**config.mk**
```make
export PLATFORM = sky130hd
export DESIGN_NAME = sm_tc_stream_conv
export DESIGN_NICKNAME = d
export VERILOG_FILES = /design/src/rtl/ldpc_conv_pkg.sv /design/src/rtl/sm_tc_lane.sv /design/src/rtl/sm_tc_stream_conv.sv
export SDC_FILE = /design/constraint.sdc
export NUM_CORES = 1
export LEC_CHECK = 0
export CAP_MARGIN = 15
export CORE_UTILIZATION = 45
export DETAILED_ROUTE_END_ITERATION = 6
export DONT_BUFFER_PORTS = 1
export PLACE_DENSITY = 0.71
export SLEW_MARGIN = 0
export SYNTH_ARGS = -nofsm -noshare
export SYNTH_HDL_FRONTEND = slang
export SYNTH_SLANG_ARGS = --single-unit
export TNS_END_PERCENT = 30
```
**constraint.sdc**
```tcl
create_clock -name clk -period 5.42 [get_ports clk]
set_input_delay 0.813 -clock clk [delete_from_list [all_inputs] [get_ports clk]]
set_output_delay 0.813 -clock clk [all_outputs]
set_load 0.02 [all_outputs]
```
**src/rtl/ldpc_conv_pkg.sv**
```systemverilog
// ldpc_conv_pkg: shared definitions for the LLR sign-magnitude / two's
// complement stream converter.
//   conv_mode_e : per-beat conversion direction (S2T = 0, T2S = 1)
//   DEFAULT_W   : default LLR lane width (sign bit + W-1 magnitude bits)
package ldpc_conv_pkg;

  typedef enum logic {
    MODE_S2T = 1'b0,
    MODE_T2S = 1'b1
  } conv_mode_e;

  localparam int DEFAULT_W = 5;

endpackage

```
**src/rtl/sm_tc_lane.sv**
```systemverilog
// sm_tc_lane: combinational conversion of one W-bit LLR lane.
// Ports:
//   inp  [W-1:0] in  : lane value (sign-magnitude or two's complement)
//   mode         in  : MODE_S2T or MODE_T2S
//   out  [W-1:0] out : converted lane value
//   sat          out : set when the T2S input has no sign-magnitude equivalent
module sm_tc_lane
  import ldpc_conv_pkg::*;
#(
  parameter int W = DEFAULT_W
) (
  input  logic [W-1:0] inp,
  input  logic         mode,
  output logic [W-1:0] out,
  output logic         sat
);

  logic         sign;
  logic [W-2:0] mag;
  logic         mag_zero;
  logic [W-1:0] neg_mag;
  logic [W-1:0] neg_x;

  assign sign     = inp[W-1];
  assign mag      = inp[W-2:0];
  assign mag_zero = (mag == '0);
  assign neg_mag  = -{1'b0, mag};
  // For any negative x other than the most negative one, -x fits in W-1 bits.
  assign neg_x    = -inp;

  always_comb begin
    out = inp;
    sat = 1'b0;
    if (mode == MODE_T2S) begin
      if (sign) begin
        if (mag_zero) begin
          // Most negative code has no SM form: clamp to -(2^(W-1)-1).
          out = '1;
          sat = 1'b1;
        end else begin
          out = {1'b1, neg_x[W-2:0]};
        end
      end
    end else begin
      // Negative zero collapses to the single two's complement zero.
      if (sign) out = mag_zero ? '0 : neg_mag;
    end
  end

endmodule

```
**src/rtl/sm_tc_stream_conv.sv**
```systemverilog
// sm_tc_stream_conv: valid/ready stream converter between sign-magnitude and
// two's complement LLR lanes, with a 2-entry (output + skid) buffer and a
// saturating count of clamped lanes.
// Ports:
//   clk, rst_n            : clock, asynchronous active-low reset
//   in_valid/in_ready     : input handshake (in_ready registered)
//   in_mode               : conversion direction for this beat
//   in_data [LANES*W]     : packed input lanes, lane i at [i*W +: W]
//   out_valid/out_ready   : output handshake
//   out_data [LANES*W]    : packed converted lanes
//   out_sat  [LANES]      : per-lane saturation flags of the output beat
//   sat_clr               : synchronous clear of sat_count (wins over increment)
//   sat_count [CNT_W]     : saturating count of saturated lanes delivered
module sm_tc_stream_conv
  import ldpc_conv_pkg::*;
#(
  parameter int W     = DEFAULT_W,
  parameter int LANES = 4,
  parameter int CNT_W = 16
) (
  input  logic                 clk,
  input  logic                 rst_n,
  input  logic                 in_valid,
  output logic                 in_ready,
  input  logic                 in_mode,
  input  logic [LANES*W-1:0]   in_data,
  output logic                 out_valid,
  input  logic                 out_ready,
  output logic [LANES*W-1:0]   out_data,
  output logic [LANES-1:0]     out_sat,
  input  logic                 sat_clr,
  output logic [CNT_W-1:0]     sat_count
);

  localparam int DW = LANES * W;
  localparam int PW = $clog2(LANES + 1);

  logic [DW-1:0]    conv_data;
  logic [LANES-1:0] conv_sat;

  for (genvar gi = 0; gi < LANES; gi++) begin : g_lane
    sm_tc_lane #(.W(W)) u_lane (
      .inp  (in_data[gi*W +: W]),
      .mode (in_mode),
      .out  (conv_data[gi*W +: W]),
      .sat  (conv_sat[gi])
    );
  end

  logic [DW-1:0]    out_data_q, out_data_d;
  logic [LANES-1:0] out_sat_q, out_sat_d;
  logic             out_valid_q, out_valid_d;
  logic [DW-1:0]    skid_data_q, skid_data_d;
  logic [LANES-1:0] skid_sat_q, skid_sat_d;
  logic             skid_valid_q, skid_valid_d;
  logic             in_ready_q, in_ready_d;
  logic [CNT_W-1:0] sat_count_q, sat_count_d;

  logic             accept;
  logic             complete;
  logic [PW-1:0]    pop_cnt;
  logic [CNT_W:0]   sum;

  assign accept   = in_valid && in_ready_q;
  assign complete = out_valid_q && out_ready;

  always_comb begin
    out_data_d   = out_data_q;
    out_sat_d    = out_sat_q;
    out_valid_d  = out_valid_q;
    skid_data_d  = skid_data_q;
    skid_sat_d   = skid_sat_q;
    skid_valid_d = skid_valid_q;
    if (!out_valid_q || out_ready) begin
      // Output register is free this cycle: the skid entry is older than
      // anything on the input, and in_ready is low whenever it is occupied.
      if (skid_valid_q) begin
        out_data_d   = skid_data_q;
        out_sat_d    = skid_sat_q;
        out_valid_d  = 1'b1;
        skid_valid_d = 1'b0;
      end else if (accept) begin
        out_data_d  = conv_data;
        out_sat_d   = conv_sat;
        out_valid_d = 1'b1;
      end else begin
        out_valid_d = 1'b0;
      end
    end else if (accept) begin
      skid_data_d  = conv_data;
      skid_sat_d   = conv_sat;
      skid_valid_d = 1'b1;
    end
    in_ready_d = !skid_valid_d;
  end

  always_comb begin
    pop_cnt = '0;
    for (int i = 0; i < LANES; i++) begin
      pop_cnt = pop_cnt + PW'(out_sat_q[i]);
    end
    // One extra bit catches the overflow so the count can clamp at all-ones.
    sum = {1'b0, sat_count_q} + (CNT_W+1)'(pop_cnt);
    sat_count_d = sat_count_q;
    if (sat_clr) begin
      sat_count_d = '0;
    end else if (complete) begin
      sat_count_d = sum[CNT_W] ? '1 : sum[CNT_W-1:0];
    end
  end

  always_ff @(posedge clk or negedge rst_n) begin
    if (!rst_n) begin
      out_data_q   <= '0;
      out_sat_q    <= '0;
      out_valid_q  <= 1'b0;
      skid_data_q  <= '0;
      skid_sat_q   <= '0;
      skid_valid_q <= 1'b0;
      in_ready_q   <= 1'b1;
      sat_count_q  <= '0;
    end else begin
      out_data_q   <= out_data_d;
      out_sat_q    <= out_sat_d;
      out_valid_q  <= out_valid_d;
      skid_data_q  <= skid_data_d;
      skid_sat_q   <= skid_sat_d;
      skid_valid_q <= skid_valid_d;
      in_ready_q   <= in_ready_d;
      sat_count_q  <= sat_count_d;
    end
  end

  assign in_ready  = in_ready_q;
  assign out_valid = out_valid_q;
  assign out_data  = out_data_q;
  assign out_sat   = out_sat_q;
  assign sat_count = sat_count_q;

endmodule
```
==> results of run 1 <==
==> power groups by stage <==
stage	clock, mW	sequential, mW	combinational, mW
floorplan	0	0.711	0.143
global placement	0	0.736	0.153
detailed placement	0	0.740	0.160
CTS	0.417	0.731	0.161
global route	0.441	0.742	0.186
finish	0.404	0.728	0.158
==> worst paths after layout <==
check | slack (ns) | end | cells after the start | start
setup / recovery | 2.48 | sat_count[0] | 9 | out_sat[0]
hold / removal | 0.16 | sat_count[0] | 0 | rst_n
setup reg to reg | 2.48 | sat_count[0] | 9 | out_sat[0]
hold reg to reg | 0.47 | skid_data_q[12] | 2 | skid_data_q[12]
max in group asynchronous | 5.05 | in_ready | 0 | rst_n
min in group clk | 0.47 | skid_data_q[12] | 2 | skid_data_q[12]
==> layer usage <==
metal / wire length, um / vias up
met5: 0 / -
met2: 3609 / 64
met4: 89 / 0
met3: 480 / 9
li1: - / 1292
met1: 3495 / 1276
==> placed cells by master, fill, tap and decap left out, types with 4 or more instances in the layout <==
cell type and count:
sky130_fd_sc_hd__a211oi_1 6, sky130_fd_sc_hd__a21oi_1 28, sky130_fd_sc_hd__a31oi_1 4, sky130_fd_sc_hd__and2_2 4, sky130_fd_sc_hd__and3_1 21, sky130_fd_sc_hd__clkbuf_8 14
sky130_fd_sc_hd__dfrtp_1 66, sky130_fd_sc_hd__ha_1 5, sky130_fd_sc_hd__inv_1 15, sky130_fd_sc_hd__mux2_2 9, sky130_fd_sc_hd__mux2i_1 7, sky130_fd_sc_hd__nand2_1 37
sky130_fd_sc_hd__nand2b_1 10, sky130_fd_sc_hd__nor2_1 18, sky130_fd_sc_hd__nor3b_1 4, sky130_fd_sc_hd__o211a_1 4, sky130_fd_sc_hd__o21ai_0 51, sky130_fd_sc_hd__o31ai_1 4
sky130_fd_sc_hd__xnor2_1 4
==> sequential cells by signal, summed over array words and instances, names as in the netlist <==
register	cells
in_ready	1
skid_sat_q	4
sat_count	16
out_data	20
skid_valid_q	1
skid_data_q	20
out_valid	1
out_sat	4
==> critical path: stages, from the launching register on <==
cell and delay, ns:
sky130_fd_sc_hd__dfrtp_1 0.49, sky130_fd_sc_hd__fa_1 0.57, sky130_fd_sc_hd__inv_1 0.05, sky130_fd_sc_hd__fa_1 0.43, sky130_fd_sc_hd__inv_1 0.09, sky130_fd_sc_hd__fa_1 0.23, sky130_fd_sc_hd__nand3_2 0.17, sky130_fd_sc_hd__nor3_2 0.24
sky130_fd_sc_hd__nand2_2 0.22, sky130_fd_sc_hd__a311oi_1 0.35
==> layout make-up <==
class,count,area share
tap,102,0.03372
clock buffer,14,0.05091
inverter,15,0.01488
sequential,67,0.4433
multi-input combinational,264,0.4559
clock inverter,1,0.001322
==> logic make-up after synthesis <==
family / after synthesis / share of synthesized area
simple gates: 119 / 0.1877
fa+ha+maj: 8 / 0.03451
mux: 16 / 0.04824
xor+xnor: 4 / 0.009858
flops: 67 / 0.4722
compound gates: 117 / 0.2053
buf+inv: 32 / 0.04225
==> results.md, run 1 <==
| Parameter | This run |
| --- | --- |
| Remaining antenna violation count | 0 |
| Setup slack of the critical path after layout | 2.480 ns |
| Syn. warnings | 0 |
| Total negative slack for setup checks | 0 ns |
| Final hold violation count | 0 |
| Vias in the first global route | 2676 |
| Fraction of synthesis flops using an asynchronous set or reset pin | 1.000 |
| Initial antenna violation count | 0 |
| Most common cell in the synthesized netlist | sky130_fd_sc_hd__dfrtp_1 |
| Detailed-route wire length per cell | 16.58 um |
| Global-route wire length before repair | 13.09 mm |
| Met3 Resource Use GR | 0.08165 |
| # Post-CTS Setup Buffers | 0 |
| Proportion of total power due to net switching | 0.3109 |
| Worst slack at placement | 2.493 ns |
| CTS tree | built |
| Syn_nets | 397 |
| Worst-case headroom to the max-slew limit | 0.3067 |
| Tot GR Track Use | 0.2037 |
| Maximum clock frequency | 340.2 MHz |
| Setup crit start kind | register |
| Number of standard-cell rows in the floorplan | 32 |
| Initial standard-cell utilization of the core | 0.4622 |
| Clock power frac | 0.313 |
| DP Cell Count | 448 |
| Synth-to-Final Area Change | 6.514% |
| Worst Hold Class | in2async |
| Post-CTS clock slew at the launch and capture registers of the worst setup and hold paths | 0.07 ns |
| Net switching power figure | 0.4012 mW |
| Via/cell ratio | 5.704 |
| Critical Setup Path Class | reg2reg |
| Routing layer with the top usage in global route | met2 |
| Clock Skews | 0.004429 ns |
| Count of distinct cell types in the synthesized netlist | 54 |
| Overall power of the completed layout | 1.290 mW |
| Clock latency of the later-clocked register in the worst-skew pair | 0.34 ns |
| Total count of max-transition violations in the final report | 0 |
| Required time of the worst setup path | 5.66 ns |
| Final Routed Wirelength | 7.676 mm |
| # H-tree levels | 3 |
| Net count, final | 391 |
| Post-route minimum period | 2.940 ns |
| Core area | 0.007687 mm^2 |
| Slew at the pin with the worst max-slew slack | 1.040 ns |
| Inserted Clock Buffers | 9 |
| Endpoint arrival time on the critical path | 3.18 ns |
| Reported max-cap violation count | 0 |
| Die X-Extent | 90.86 um |
| Post-Synthesis Cell Area | 0.003553 mm^2 |
| Standby leakage power | 1.702 nW |
| Count of flip-flops with a built-in enable after synthesis | 0 |
| Syn_area_per_cell | 9.789 um^2 |
| First-pass DRT Iterations | 4 |
| Die area | 0.008256 mm^2 |
| Placed wire-length estimate | 5.184 mm |
| Post-route fraction of the period consumed by the critical path | 0.5424 |
| Number of I/O port buffers | 0 |
| Leading register cell type out of synthesis | sky130_fd_sc_hd__dfrtp_1 |
| Count of unresolved DRC violations after routing | 0 |
| Seq pwr share | 0.564 |
| Maximum fanout along the worst path | 12 |
| Final Core Density | 0.4924 |
| Reg area | 0.001678 mm^2 |
| Iteration-0 DRC Markers | 167 |
| Max IR drop VDD | 0.2358 mV |
| Worst hold margin | 0.1612 ns |
| Met2 track demand over resource | 0.3239 |
| Sequential share of the synthesized area | 0.4722 |
| Area taken by multi-input logic gates | 0.001725 mm^2 |
| Power density over the cells | 341.0 mW/mm^2 |
| Pin count of the biggest net entering global routing | 68 |
| Largest cells by area after synthesis | sky130_fd_sc_hd__dfrtp_1 (46%), sky130_fd_sc_hd__o21ai_0 (7.2%), sky130_fd_sc_hd__a21oi_1 (3.9%) |
| Weighted congestion reported at the end of routability-driven placement | 0.8115 |
| Share of cells above drive strength 1 | 0.1302 |
| Post-Layout Inst Area | 0.003785 mm^2 |
| Met1 demand-to-capacity share in global routing | 0.2491 |
| Overall overflow remaining after global route | 0 |
| Number of resized instances in the post-cts repair step | 0 |
| Worst Setup End Kind | register |
| Setup violators final | 0 |
| CTS sink cnt | 67 |
| Non-filler cells, final | 463 |
| Total number of vias | 2641 |
| Cell types with the highest counts after synthesis | sky130_fd_sc_hd__dfrtp_1 (66), sky130_fd_sc_hd__o21ai_0 (51), sky130_fd_sc_hd__nand2_1 (37), sky130_fd_sc_hd__a21oi_1 (28), sky130_fd_sc_hd__and3_1 (21) |
| Run status | complete, no violations |
| Internal power | 0.8892 mW |
| Portion of synthesized cell area occupied by the leading cell type | 0.4648 |
| Post-detailed-placement cell area | 0.003587 mm^2 |
| Number of top-level pins | 68 |
| Leading area contributor after synthesis | sky130_fd_sc_hd__dfrtp_1 |
| Filler cell count | 748 |
| Setup repair after global routing missed its margin | no |
| Number of buffers on the longest clock path | 2 |
| Syn Inst Count | 363 |
| Antenna diodes | 0 |
| Combinational fraction of design power | 0.123 |
| Hold buffer count at CTS | 0 |
| Post-synthesis register bit count | 67 |
| CTS root buf | sky130_fd_sc_hd__clkbuf_8 |
| Vert. Die Dim | 90.86 um |
Power figures use the tool's default switching activity.
==> inputs of run 2 (changes only) <==
- PLACE_DENSITY: 0.71 -> 0.73
- clock period: 5.42 -> 2.6 ns (I/O delays scaled with it)
==> run 2 against run 1 <==
  * Via count grew 5.5%
  * Clock power grew 140%
  * Fmax grew 15%
  * Die area is the same
  * Clock-buffer cell count shrank 3
  * Highest routed layer unchanged
  * Wire length grew 4.5%
  * Combinational power grew 150%
  * Largest power group unchanged
  * Sequential share of layout area shrank 2.7 points
  * Power grew 120%
==> results.md, run 2 (synthesis gave the netlist of run 1 again) <==
| Parameter | This run | Delta |
| --- | --- | --- |
| Endpoint arrival time on the critical path | 2.81 ns | -0.37 ns |
| Inserted Clock Buffers | 9 | unchanged |
| Worst hold margin | 0.09760 ns | -0.06361 ns |
| Initial standard-cell utilization of the core | 0.4622 | unchanged |
| Delay-heaviest family, CP | adder cells |  |
| Reported max-cap violation count | 0 | unchanged |
| Total count of max-transition violations in the final report | 0 | unchanged |
| Worst Hold Class | in2reg |  |
| Number of I/O port buffers | 0 | unchanged |
| Final Routed Wirelength | 8.025 mm | +4.5% |
| Register-to-Register Path Depth | 9 | unchanged |
| Critical register-to-register path startpoint | out_sat[0] |  |
| Run status | complete, no violations |  |
| Seq pwr share | 0.528 | -0.036 |
| Slew at the pin with the worst max-slew slack | 0.5727 ns | -0.4672 ns |
| Die X-Extent | 90.86 um | unchanged |
| Setup repair after global routing missed its margin | yes |  |
| Detailed-route wire length per cell | 16.72 um | +0.84% |
| Number of top-level pins | 68 | unchanged |
| CP peak stage delay | 0.57 ns | about the same |
| Net switching power figure | 0.8845 mW | +120% |
| CTS root buf | sky130_fd_sc_hd__clkbuf_8 |  |
| Worst Setup End Kind | register |  |
| Non-filler cells, final | 480 | +3.7% |
| Internal power | 1.962 mW | +120% |
| CTS sink cnt | 67 | unchanged |
| Share of cells above drive strength 1 | 0.1958 | +0.06557 |
| Worst hold stages | 1 |  |
| Post-CTS clock slew at the launch and capture registers of the worst setup and hold paths | 0.07 ns | about the same |
| Synth-to-Final Area Change | 13.38% |  |
| Setup crit start kind | register |  |
| First-pass DRT Iterations | 5 | +1 |
| Tot GR Track Use | 0.2051 | +0.001355 |
| Initial antenna violation count | 0 | unchanged |
| Post-route minimum period | 2.565 ns | -0.3747 ns |
| Required time of the worst setup path | 2.84 ns | -2.82 ns |
| Max IR drop VDD | 0.3840 mV | +63% |
| Top library cells by usage in the layout, fill and taps aside | sky130_fd_sc_hd__dfrtp_1 (65), sky130_fd_sc_hd__o21ai_0 (50), sky130_fd_sc_hd__nand2_1 (37) |  |
| Clock power frac | 0.336 | +0.023 |
| Weighted congestion reported at the end of routability-driven placement | 0.8010 | -1.3% |
| Die area | 0.008256 mm^2 | unchanged |
| Proportion of total power due to net switching | 0.3107 | about the same |
| Setup violators final | 0 | unchanged |
| Remaining antenna violation count | 0 | unchanged |
| Power density over the cells | 706.6 mW/mm^2 | +110% |
| Hold Path Origin | sat_clr |  |
| Final hold violation count | 0 | unchanged |
| FF-to-FF End | sat_count[2] |  |
| Critical Setup Path Class | reg2reg |  |
| Placed wire-length estimate | 5.344 mm | +3.1% |
| Core area | 0.007687 mm^2 | unchanged |
| Worst-case headroom to the max-slew limit | 0.6182 | +0.3115 |
| Global-route wire length before repair | 13.32 mm | +1.7% |
| Clock latency of the later-clocked register in the worst-skew pair | 0.34 ns | about the same |
| Count of buffering cells on the critical path with inverters included | 2 | unchanged |
| Number of buffers on the longest clock path | 2 | unchanged |
| Pin count of the biggest net entering global routing | 68 | unchanged |
| Total number of vias | 2787 | +5.5% |
| # H-tree levels | 3 | unchanged |
| Via/cell ratio | 5.806 | +1.8% |
| Vert. Die Dim | 90.86 um | unchanged |
| Minimum setup slack among reg-to-reg paths | 0.04 ns | -2.45 ns |
| Vias in the first global route | 2699 | +0.86% |
| Net count, final | 408 | +4.3% |
| DP Cell Count | 459 | +2.5% |
| Max stage delay cell, worst path | sky130_fd_sc_hd__fa_1 |  |
| Most common cell after layout, fill and taps aside | sky130_fd_sc_hd__dfrtp_1 |  |
| CTS tree | built |  |
| Iteration-0 DRC Markers | 156 | -6.6% |
| Number of standard-cell rows in the floorplan | 32 | unchanged |
| Total negative slack for setup checks | 0 ns | unchanged |
| Standby leakage power | 1.838 nW | +8.0% |
| Count of unresolved DRC violations after routing | 0 | unchanged |
| WHS Endpoint | sat_count[3] |  |
| Combinational fraction of design power | 0.136 | +0.013 |
| Antenna diodes | 0 | unchanged |
| Post-route fraction of the period consumed by the critical path | 0.9865 | +0.4442 |
| Maximum clock frequency | 389.9 MHz | +15% |
| CP Cell Sequence | fa_1 > inv_2 > fa_2 > inv_2 > fa_2 > nand3_4 > nor3_4 > nand2_4 > a311oi_2 |  |
| Filler cell count | 741 | -0.94% |
| Maximum fanout along the worst path | 12 | unchanged |
| Clock Skews | 0.009020 ns | +0.004590 ns |
| Overall overflow remaining after global route | 0 | unchanged |
-- run 2: cell type report --
class / instances / area, um^2 / area share
inverters: 15 / 56.30 / 0.01398
clock inverters: 4 / 75.07 / 0.01863
multi-input cells: 264 / 1792 / 0.4447
well taps: 102 / 127.6 / 0.03168
clock buffers: 11 / 141.4 / 0.03509
flip-flops and latches: 67 / 1679 / 0.4168
repair buffers: 17 / 157.7 / 0.03913
-- run 2: layer usage --
metal / vias up / global-route usage / share of wire
li1: 1334 / - / -
met1: 1351 / 0.2694 / 0.45
met2: 91 / 0.3157 / 0.47
met3: 11 / 0.06229 / 0.072
met4: 0 / 0.08466 / 0.016
met5: - / 0 / 0
-- run 2: power groups by stage --
stage | logic [mW] | clock network [mW] | registers (mW)
after floorplan | 0.297 | 0 | 1.48
after detailed placement | 0.362 | 0 | 1.52
after global placement | 0.348 | 0 | 1.52
final | 0.388 | 0.957 | 1.50
after global routing | 0.450 | 1.02 | 1.53
after CTS | 0.392 | 0.976 | 1.50
-- run 2: worst max path at each step --
stage / from / slack [ns] / endpoint / cells past startpoint
6_report: out_sat[0] / 0.04 / sat_count[2] / 9
5_1_grt: out_sat[0] / -0.09 / sat_count[2] / 9
4_1_cts: out_sat[0] / 0.004 / sat_count[8] / 9
3_5_place_dp: out_sat[0] / -0.1 / sat_count[2] / 9
3_3_place_gp: out_sat[0] / 0.02 / sat_count[0] / 9
2_1_floorplan: out_sat[0] / 0.01 / sat_count[8] / 9
-- run 2: timing repair --
item,in CTS,in global routing
buffers inserted,1,3
pin swaps,4,7
hold buffers,2,0
endpoints found under the setup margin,13,11
gates resized for setup,8,10
hold endpoints to repair,67,0
-- run 2: stage by stage --
step / util / power (mW) / setup WS [ns] / cell area, um^2
global route: 0.5241 / 2.999 / -0.08683 / 4029
CTS: 0.5160 / 2.873 / 0.003617 / 3966
detailed placement: 0.4775 / 1.886 / -0.09945 / 3671
floorplan: - / 1.779 / 0.01442 / 3555
finish: 0.5241 / 2.847 / 0.03503 / 4029
global placement: 0.4775 / 1.867 / 0.01690 / 3671
